--- config.mk ---
export PLATFORM = sky130hd
export DESIGN_NAME = mac_cfg_loader
export DESIGN_NICKNAME = d
export VERILOG_FILES = /design/src/rtl/mac_cfg_loader.sv
export SDC_FILE = /design/constraint.sdc
export NUM_CORES = 1
export LEC_CHECK = 0
export CAP_MARGIN = 0
export CORE_MARGIN = 4
export CORE_UTILIZATION = 52
export CTS_BUF_LIST = sky130_fd_sc_hd__clkbuf_16
export DETAILED_ROUTE_END_ITERATION = 7
export PLACE_DENSITY = 0.93
export REMOVE_ABC_BUFFERS = 1
export SYNTH_ARGS = -nofsm -noshare
export SYNTH_HDL_FRONTEND = slang
export SYNTH_SLANG_ARGS = --single-unit
--- constraint.sdc ---
create_clock -name clk -period 2.95 [get_ports clk]
set_clock_uncertainty 0.2 [all_clocks]
set_input_delay 0.885 -clock clk [delete_from_list [all_inputs] [get_ports clk]]
set_output_delay 0.885 -clock clk [all_outputs]
set_load 0.005 [all_outputs]
--- src/rtl/mac_cfg_loader.sv ---
// -----------------------------------------------------------------------------
// mac_cfg_loader
//
// Configuration front-end for the quad MAC cluster. Collects the cluster's wide
// configuration word (four initial accumulator values plus mode bits) from a
// narrow valid/ready stream, LSB word first, and commits it with a one-cycle
// cset strobe once a correctly framed load has arrived. While a load is in
// flight the cluster enable is gated off so the cluster never runs against a
// half-written cfg.
//
// Ports:
//   clk         clock
//   rst         synchronous, active-high reset
//   load_start  request a new load (only honoured when idle)
//   in_valid    stream word valid
//   in_ready    loader accepts a word (high only while loading)
//   in_data     stream word
//   in_last     marks the final word of a load
//   mac_en_in   user enable for the cluster
//   mac_en      gated enable to the cluster (mac_en_in & ~busy)
//   cfg         assembled configuration bus to the cluster
//   cset        one-cycle commit strobe to the cluster
//   busy        high whenever the loader is not idle
//   done        one-cycle pulse on a successful commit
//   err         one-cycle pulse on a framing error
// -----------------------------------------------------------------------------
module mac_cfg_loader #(
  parameter int MAC_CONF_WIDTH = 4,
  parameter int MAC_ACC_WIDTH  = 32,
  parameter int CFG_WIDTH      = 4 * MAC_ACC_WIDTH + MAC_CONF_WIDTH,
  parameter int WORD_WIDTH     = 8,
  parameter int NUM_WORDS      = (CFG_WIDTH + WORD_WIDTH - 1) / WORD_WIDTH
) (
  input  logic                  clk,
  input  logic                  rst,
  input  logic                  load_start,
  input  logic                  in_valid,
  output logic                  in_ready,
  input  logic [WORD_WIDTH-1:0] in_data,
  input  logic                  in_last,
  input  logic                  mac_en_in,
  output logic                  mac_en,
  output logic [CFG_WIDTH-1:0]  cfg,
  output logic                  cset,
  output logic                  busy,
  output logic                  done,
  output logic                  err
);

  localparam int CNT_W = (NUM_WORDS > 1) ? $clog2(NUM_WORDS) : 1;
  localparam logic [CNT_W-1:0] LAST_CNT = CNT_W'(NUM_WORDS - 1);

  localparam logic [1:0] IDLE   = 2'd0;
  localparam logic [1:0] LOAD   = 2'd1;
  localparam logic [1:0] COMMIT = 2'd2;

  logic [1:0]           state_q;
  logic [CNT_W-1:0]     cnt_q;
  logic [CFG_WIDTH-1:0] cfg_q;
  logic                 cset_q;
  logic                 done_q;
  logic                 err_q;

  logic                 xfer;
  logic                 at_last;
  logic [CFG_WIDTH-1:0] wr_mask;
  logic [CFG_WIDTH-1:0] wr_data;

  // Word placement is done with a shifted mask over the full bus: bits of the
  // final word that fall beyond CFG_WIDTH are simply shifted out of range, so
  // they are dropped without any special-case slice.
  // NOTE: every always_comb output gets a default at the top; a path that
  // leaves one unassigned would infer a latch.
  always_comb begin
    xfer    = 1'b0;
    at_last = 1'b0;
    wr_mask = '0;
    wr_data = '0;
    xfer    = in_valid && (state_q == LOAD);
    at_last = (cnt_q == LAST_CNT);
    wr_mask = CFG_WIDTH'({WORD_WIDTH{1'b1}}) << (cnt_q * WORD_WIDTH);
    wr_data = CFG_WIDTH'({NUM_WORDS{in_data}});
  end

  // NOTE: state is updated with non-blocking assignments so every flop in
  // this block samples pre-edge values, independent of statement order.
  always_ff @(posedge clk) begin
    if (rst) begin
      // NOTE: cfg is a plain register bank, not a memory, so it is reset like
      // any other flop; a reset mid-load leaves the cluster a zero bus.
      state_q <= IDLE;
      cnt_q   <= '0;
      cfg_q   <= '0;
      cset_q  <= 1'b0;
      done_q  <= 1'b0;
      err_q   <= 1'b0;
    end else begin
      // Strobes are single-cycle: cleared every cycle unless re-armed below.
      cset_q <= 1'b0;
      done_q <= 1'b0;
      err_q  <= 1'b0;
      case (state_q)
        IDLE: begin
          if (load_start) begin
            state_q <= LOAD;
            cnt_q   <= '0;
          end
        end
        LOAD: begin
          if (xfer) begin
            cfg_q <= (cfg_q & ~wr_mask) | (wr_data & wr_mask);
            if (in_last && at_last) begin
              state_q <= COMMIT;
              cset_q  <= 1'b1;
              done_q  <= 1'b1;
            end else if (!in_last && !at_last) begin
              cnt_q <= cnt_q + CNT_W'(1);
            end else begin
              // Framing error: in_last disagrees with the word count. The
              // partial cfg is left in place; without cset it is never used.
              state_q <= IDLE;
              err_q   <= 1'b1;
            end
          end
        end
        COMMIT: begin
          state_q <= IDLE;
        end
        default: begin
          state_q <= IDLE;
        end
      endcase
    end
  end

  assign in_ready = (state_q == LOAD);
  assign busy     = (state_q != IDLE);
  // Purely combinational so the enable drops the same cycle busy rises and
  // follows mac_en_in straight through reset.
  assign mac_en   = mac_en_in & ~busy;
  assign cfg      = cfg_q;
  assign cset     = cset_q;
  assign done     = done_q;
  assign err      = err_q;

endmodule
=== Yosys cells after proc, flatten, opt, wreduce, memory -nomap -nowiden ===
Cells that the tools add are included.
Widths: inputs -> output; s select.

* Flip-flop bits (word level): 141
* Latch bits: 0
* Bits in writable memories: 0
* Memory bits (read-only): 0
* Input bits: 14
* Output and inout port bits: 138
* Memories kept: 0

* $add $sub $neg: 1
* Multiply operators: 0
* Divide/modulo/power cells: 0
* Order comparisons: 0
* Eq/ne operators: 7
* Shift-type cells: 1
* Mux-type cells: 12
* Bitwise logic cells: 8
* Reduce and logical (&&, ||, !) cells: 13

{| class="wikitable"
|+ Operator list
! cell !! number
|-
| $and 132x132->132 || 2
|-
| $not 132->132 || 1
|-
| $or 132x132->132 || 1
|-
| $shl 8x8->132 const A || 1
|-
| $mux 5 || 4
|-
| $pmux 5 s2 || 1
|-
| $mux 2 || 4
|-
| $add 5x1->5 const B || 1
|-
| $eq 5x5->1 const B || 1
|-
| $reduce_and 5->1 || 1
|-
| $ne 2x1->1 const B || 2
|-
| $ne 2x2->1 const B || 2
|-
| $pmux 2 s2 || 1
|-
| $reduce_bool 2->1 || 2
|-
| $reduce_or 4->1 || 1
|-
| $logic_and 1x1->1 || 3
|-
| $ne 3x3->1 const B || 1
|-
| $not 1->1 || 3
|-
| $reduce_and 3->1 || 1
|-
| $reduce_or 3->1 || 1
|-
| $eq 2x1->1 const B || 1
|-
| $logic_not 1->1 || 2
|-
| $logic_not 2->1 || 1
|-
| $mux 1 || 2
|-
| 2 further kinds || 2
|}

=== Longest topological paths before layout ===
* Word-level depth: 7
* Depth in mapped cells: 7
* Mapped depth without buffers: 5

=== Worst setup path after synthesis ===
Ideal clock, no wire load.

* Kind: in2reg
* Start: input in_valid
* End: register with a tool-made name
* Arrival: 1.799 ns
* Setup slack: 0.819 ns
* Cell stages on the path: 6
* Cell sequence: buf_4 and4bb_1 buf_4 buf_12 nand3_4 mux2i_1

{| class="wikitable"
|+ RTL lines
! item !! RTL line !! RTL
|-
| start: declaration || 37 || <nowiki>input logic in_valid,</nowiki>
|}

=== Final worst setup path ===
* Start: input mac_en_in
* End: output mac_en

* Word-level cells in the longest chain between the ends: 1

{| class="wikitable"
|+ RTL lines
! item !! RTL line !! RTL
|-
| start: declaration || 41 || <nowiki>input logic mac_en_in,</nowiki>
|-
| $and 1x1->1 || 140 || <nowiki>assign mac_en = mac_en_in & ~busy;</nowiki>
|-
| end: declaration || 42 || <nowiki>output logic mac_en,</nowiki>
|}

Every way passes these cells.

==> impl_metrics.ini <==
[timing]
fin_crit_sh_pct = 95.1
fin_crit_ps = 2800
fmaxAchievable_mhz = 357
maxSlewViolCount = 0
setup_viol = 0
slew_headroom_pct = 49.2
rsz0062_at_grt = false
whs_ps = 274
worst_slack_ps = 145
worstMarginPinSlew_ps = 763
finalHoldViolations = 0

[clock_tree]
cts_sinks = 141
insertion_delay_ps = 410
numCtsBuffers = 17
cts_buffer_depth = 2
cts-root-buf = clkbuf_16
htree_num_levels = 4
tritoncts = built
hold_buffers = 0
clkTransAtPathRegs_ps = 50
cts.repair.resized = 1
postCtsSetupBuffers = 0

[global_routing]
grt_pass1_wl_microns = 23200
grt_pass1_vias = 4460
grt.total_usage_pct = 22.8
grt_overflow = 0
antenna_found_initial = 0
grt_max_degree = 51

[floorplanning]
num_rows = 38
fp.dieH_microns = 114
start_util_pct = 53.5
core_sq_um = 10900
die_area_sq_um = 13000
ios = 152
die_x_microns = 114

[setup_path]
max_stage_delay_ps = 450
crit_buf_inv = 2
r2r_slack_ps = 810
critPathRequiredTime_ps = 1870
critPathLaunchType = input port
path_cells = clkdlybuf4s50_1, and2_1, dlygate4sd2_1
cp.depth = 3
r2r-start = cnt_q[0]
crit_start = mac_en_in
setup.worst_path.end_class = output pin
crit_arrival_ps = 1720
critical_path.top_delay_family = buffers and inverters
path_max_fanout = 1
worstRegToRegCells = 5
crit_type = in2out
crit_slowest_cell = clkdlybuf4s50_1
crit_end = mac_en
reg2reg_to = cnt_q[1]

[placed_design]
gp_congestion = 0.782
post_dp_cell_area_sq_um = 7440
io_buffer_count = 151
dp_hpwl_microns = 9970
dp_cells = 788
pre_cts_slack_ps = -143

[run]
max_cap_viol_count = 0

[synthesis]
ys_ff_latch = 141
syn_area_sq_um = 5830
avgSynthCellArea_sq_um = 11.2
synth.distinct_cells = 37
postSynthCellCount = 522
synth_area_leaders = dfxtp_1 48%, mux2i_1 23%, nand2b_1 15%
synth-seq-area-share_pct = 48.5
synth_top_area_share_pct = 48.5
yosys_warnings = 0
yosysTopAreaCell = dfxtp_1

[drt]
drt-met1-wl_microns = 6080
routed.top_layer = met4
met2_wirelength_microns = 7470
avgViaCountPerCell = 5.18
wl_per_cell_microns = 17.8
routed_wl_microns = 14600
wl_met3_microns = 878
postRouteAntennaNets = 0
vias = 4241
first_iter_violations = 165
route.detailed.drc = 0
dr.pass1.iters = 4

[layout]
multiInputGateArea_sq_um = 2770
fillers = 780
drive_gt1_share_pct = 9.13
regArea_sq_um = 2820
fin_area_sq_um = 8020
fin_cells = 819
syn_to_final_growth_pct = 37.7
antenna_cells_inserted = 0
fin_nets = 687

[status]
status = finished clean

[pwr]
power.leakage_nw = 3.63
p_per_area_nw_per_um2 = 524
finalPower_w = 0.00421
ir_drop_uv = 341

[worst_hold_path]
hold_class = reg2reg
## cell usage in the layout, fill, tap and decap left out, types with 2 or more instances in the layout
cell | netlist | layout
bufinv_16 | 0 | 3
clkbuf_16 | 0 | 17
nand3_4 | 9 | 9
nand3_1 | 3 | 3
and4bb_1 | 2 | 2
a21oi_1 | 3 | 3
nand4_2 | 4 | 4
nand2b_1 | 140 | 140
or3_1 | 3 | 3
buf_4 | 3 | 18
nand4b_1 | 2 | 2
clkdlybuf4s50_1 | 0 | 149
dfxtp_1 | 141 | 141
mux2i_1 | 132 | 132
clkinvlp_4 | 0 | 4
ha_1 | 6 | 6
o21ai_0 | 3 | 3
and2b_1 | 2 | 2
nor3_1 | 3 | 3
inv_1 | 4 | 5
clkinv_1 | 0 | 3
nor2_1 | 4 | 4
nand2_1 | 2 | 2
clkinv_2 | 0 | 2
o31ai_1 | 2 | 2
## metrics by stage
stage          utilization (%)  TNS [ps]
6_report                  73.6         0
3_5_place_dp              68.3      -143
2_1_floorplan                -         0
3_3_place_gp              68.3     -80.4
4_1_cts                   73.6         0
5_1_grt                   73.6         0
## cells in the mapped netlist
master and count:
dfxtp_1 141, nand2b_1 140, mux2i_1 132, clkbuf_1 30
nand3_4 9, ha_1 6, buf_2 5, inv_1 4
nand4_2 4, nor2_1 4, a21oi_1 3, buf_4 3
buf_6 3, nand3_1 3, nor3_1 3, o21ai_0 3
or3_1 3, and2b_1 2, and4bb_1 2, buf_1 2
nand2_1 2, nand4b_1 2, o31ai_1 2, a21o_1 1
and2_1 1, and3_4 1, and4_1 1, buf_12 1
nand4_1 1, nand4bb_1 1, nor2b_1 1, nor3b_2 1
nor4_1 1, o211a_1 1, or4_1 1, or4b_1 1
xnor2_1 1
## worst min-delay path, stage by stage, from the launching register on
cell      delay [ps]
dfxtp_1          310
nand2b_1          60
mux2i_1           50
## power by group
group          internal, W  total, W  switching, W
clock              0.00131   0.00210      0.000794
sequential         0.00191   0.00192    0.00000549
combinational    0.0000891  0.000186     0.0000964
## logic make-up (layout without fill, tap and decap cells)
kind of cell / after synthesis / after routing / share of synthesized area (%)
fa+ha+maj: 6 / 6 / 1.29
flops: 141 / 141 / 48.5
compound gates: 10 / 10 / 1.07
mux: 132 / 132 / 22.7
xor+xnor: 1 / 1 / 0.150
buf+inv: 48 / 205 / 4.06
simple gates: 184 / 184 / 22.3
## layer usage
| layer | vias up | global-route usage, % |
|---|---|---|
| met4 | 0 | 6.65 |
| met2 | 121 | 40.2 |
| met3 | 16 | 7.21 |
| met1 | 2062 | 26.6 |
| met5 | - | 0 |
| li1 | 2042 | - |
## worst min path at each step
stage | from | to | slack [ps] | cells past startpoint
2_1_floorplan | flop | flop | 260 | 2
3_3_place_gp | flop | flop | 260 | 2
3_5_place_dp | flop | flop | 260 | 2
4_1_cts | flop | flop | 280 | 2
5_1_grt | flop | flop | 300 | 2
6_report | flop | flop | 270 | 2
## area by class of cell
class | instances | area share [%]
Sequential cell | 141 | 35.2
Multi-Input combinational cell | 333 | 34.5
Timing Repair Buffer | 170 | 20.7
Clock buffer | 17 | 5.31
Tap cell | 140 | 2.18
Clock inverter | 14 | 1.92
Inverter | 4 | 0.187
(Power assumes the default switching activity.)
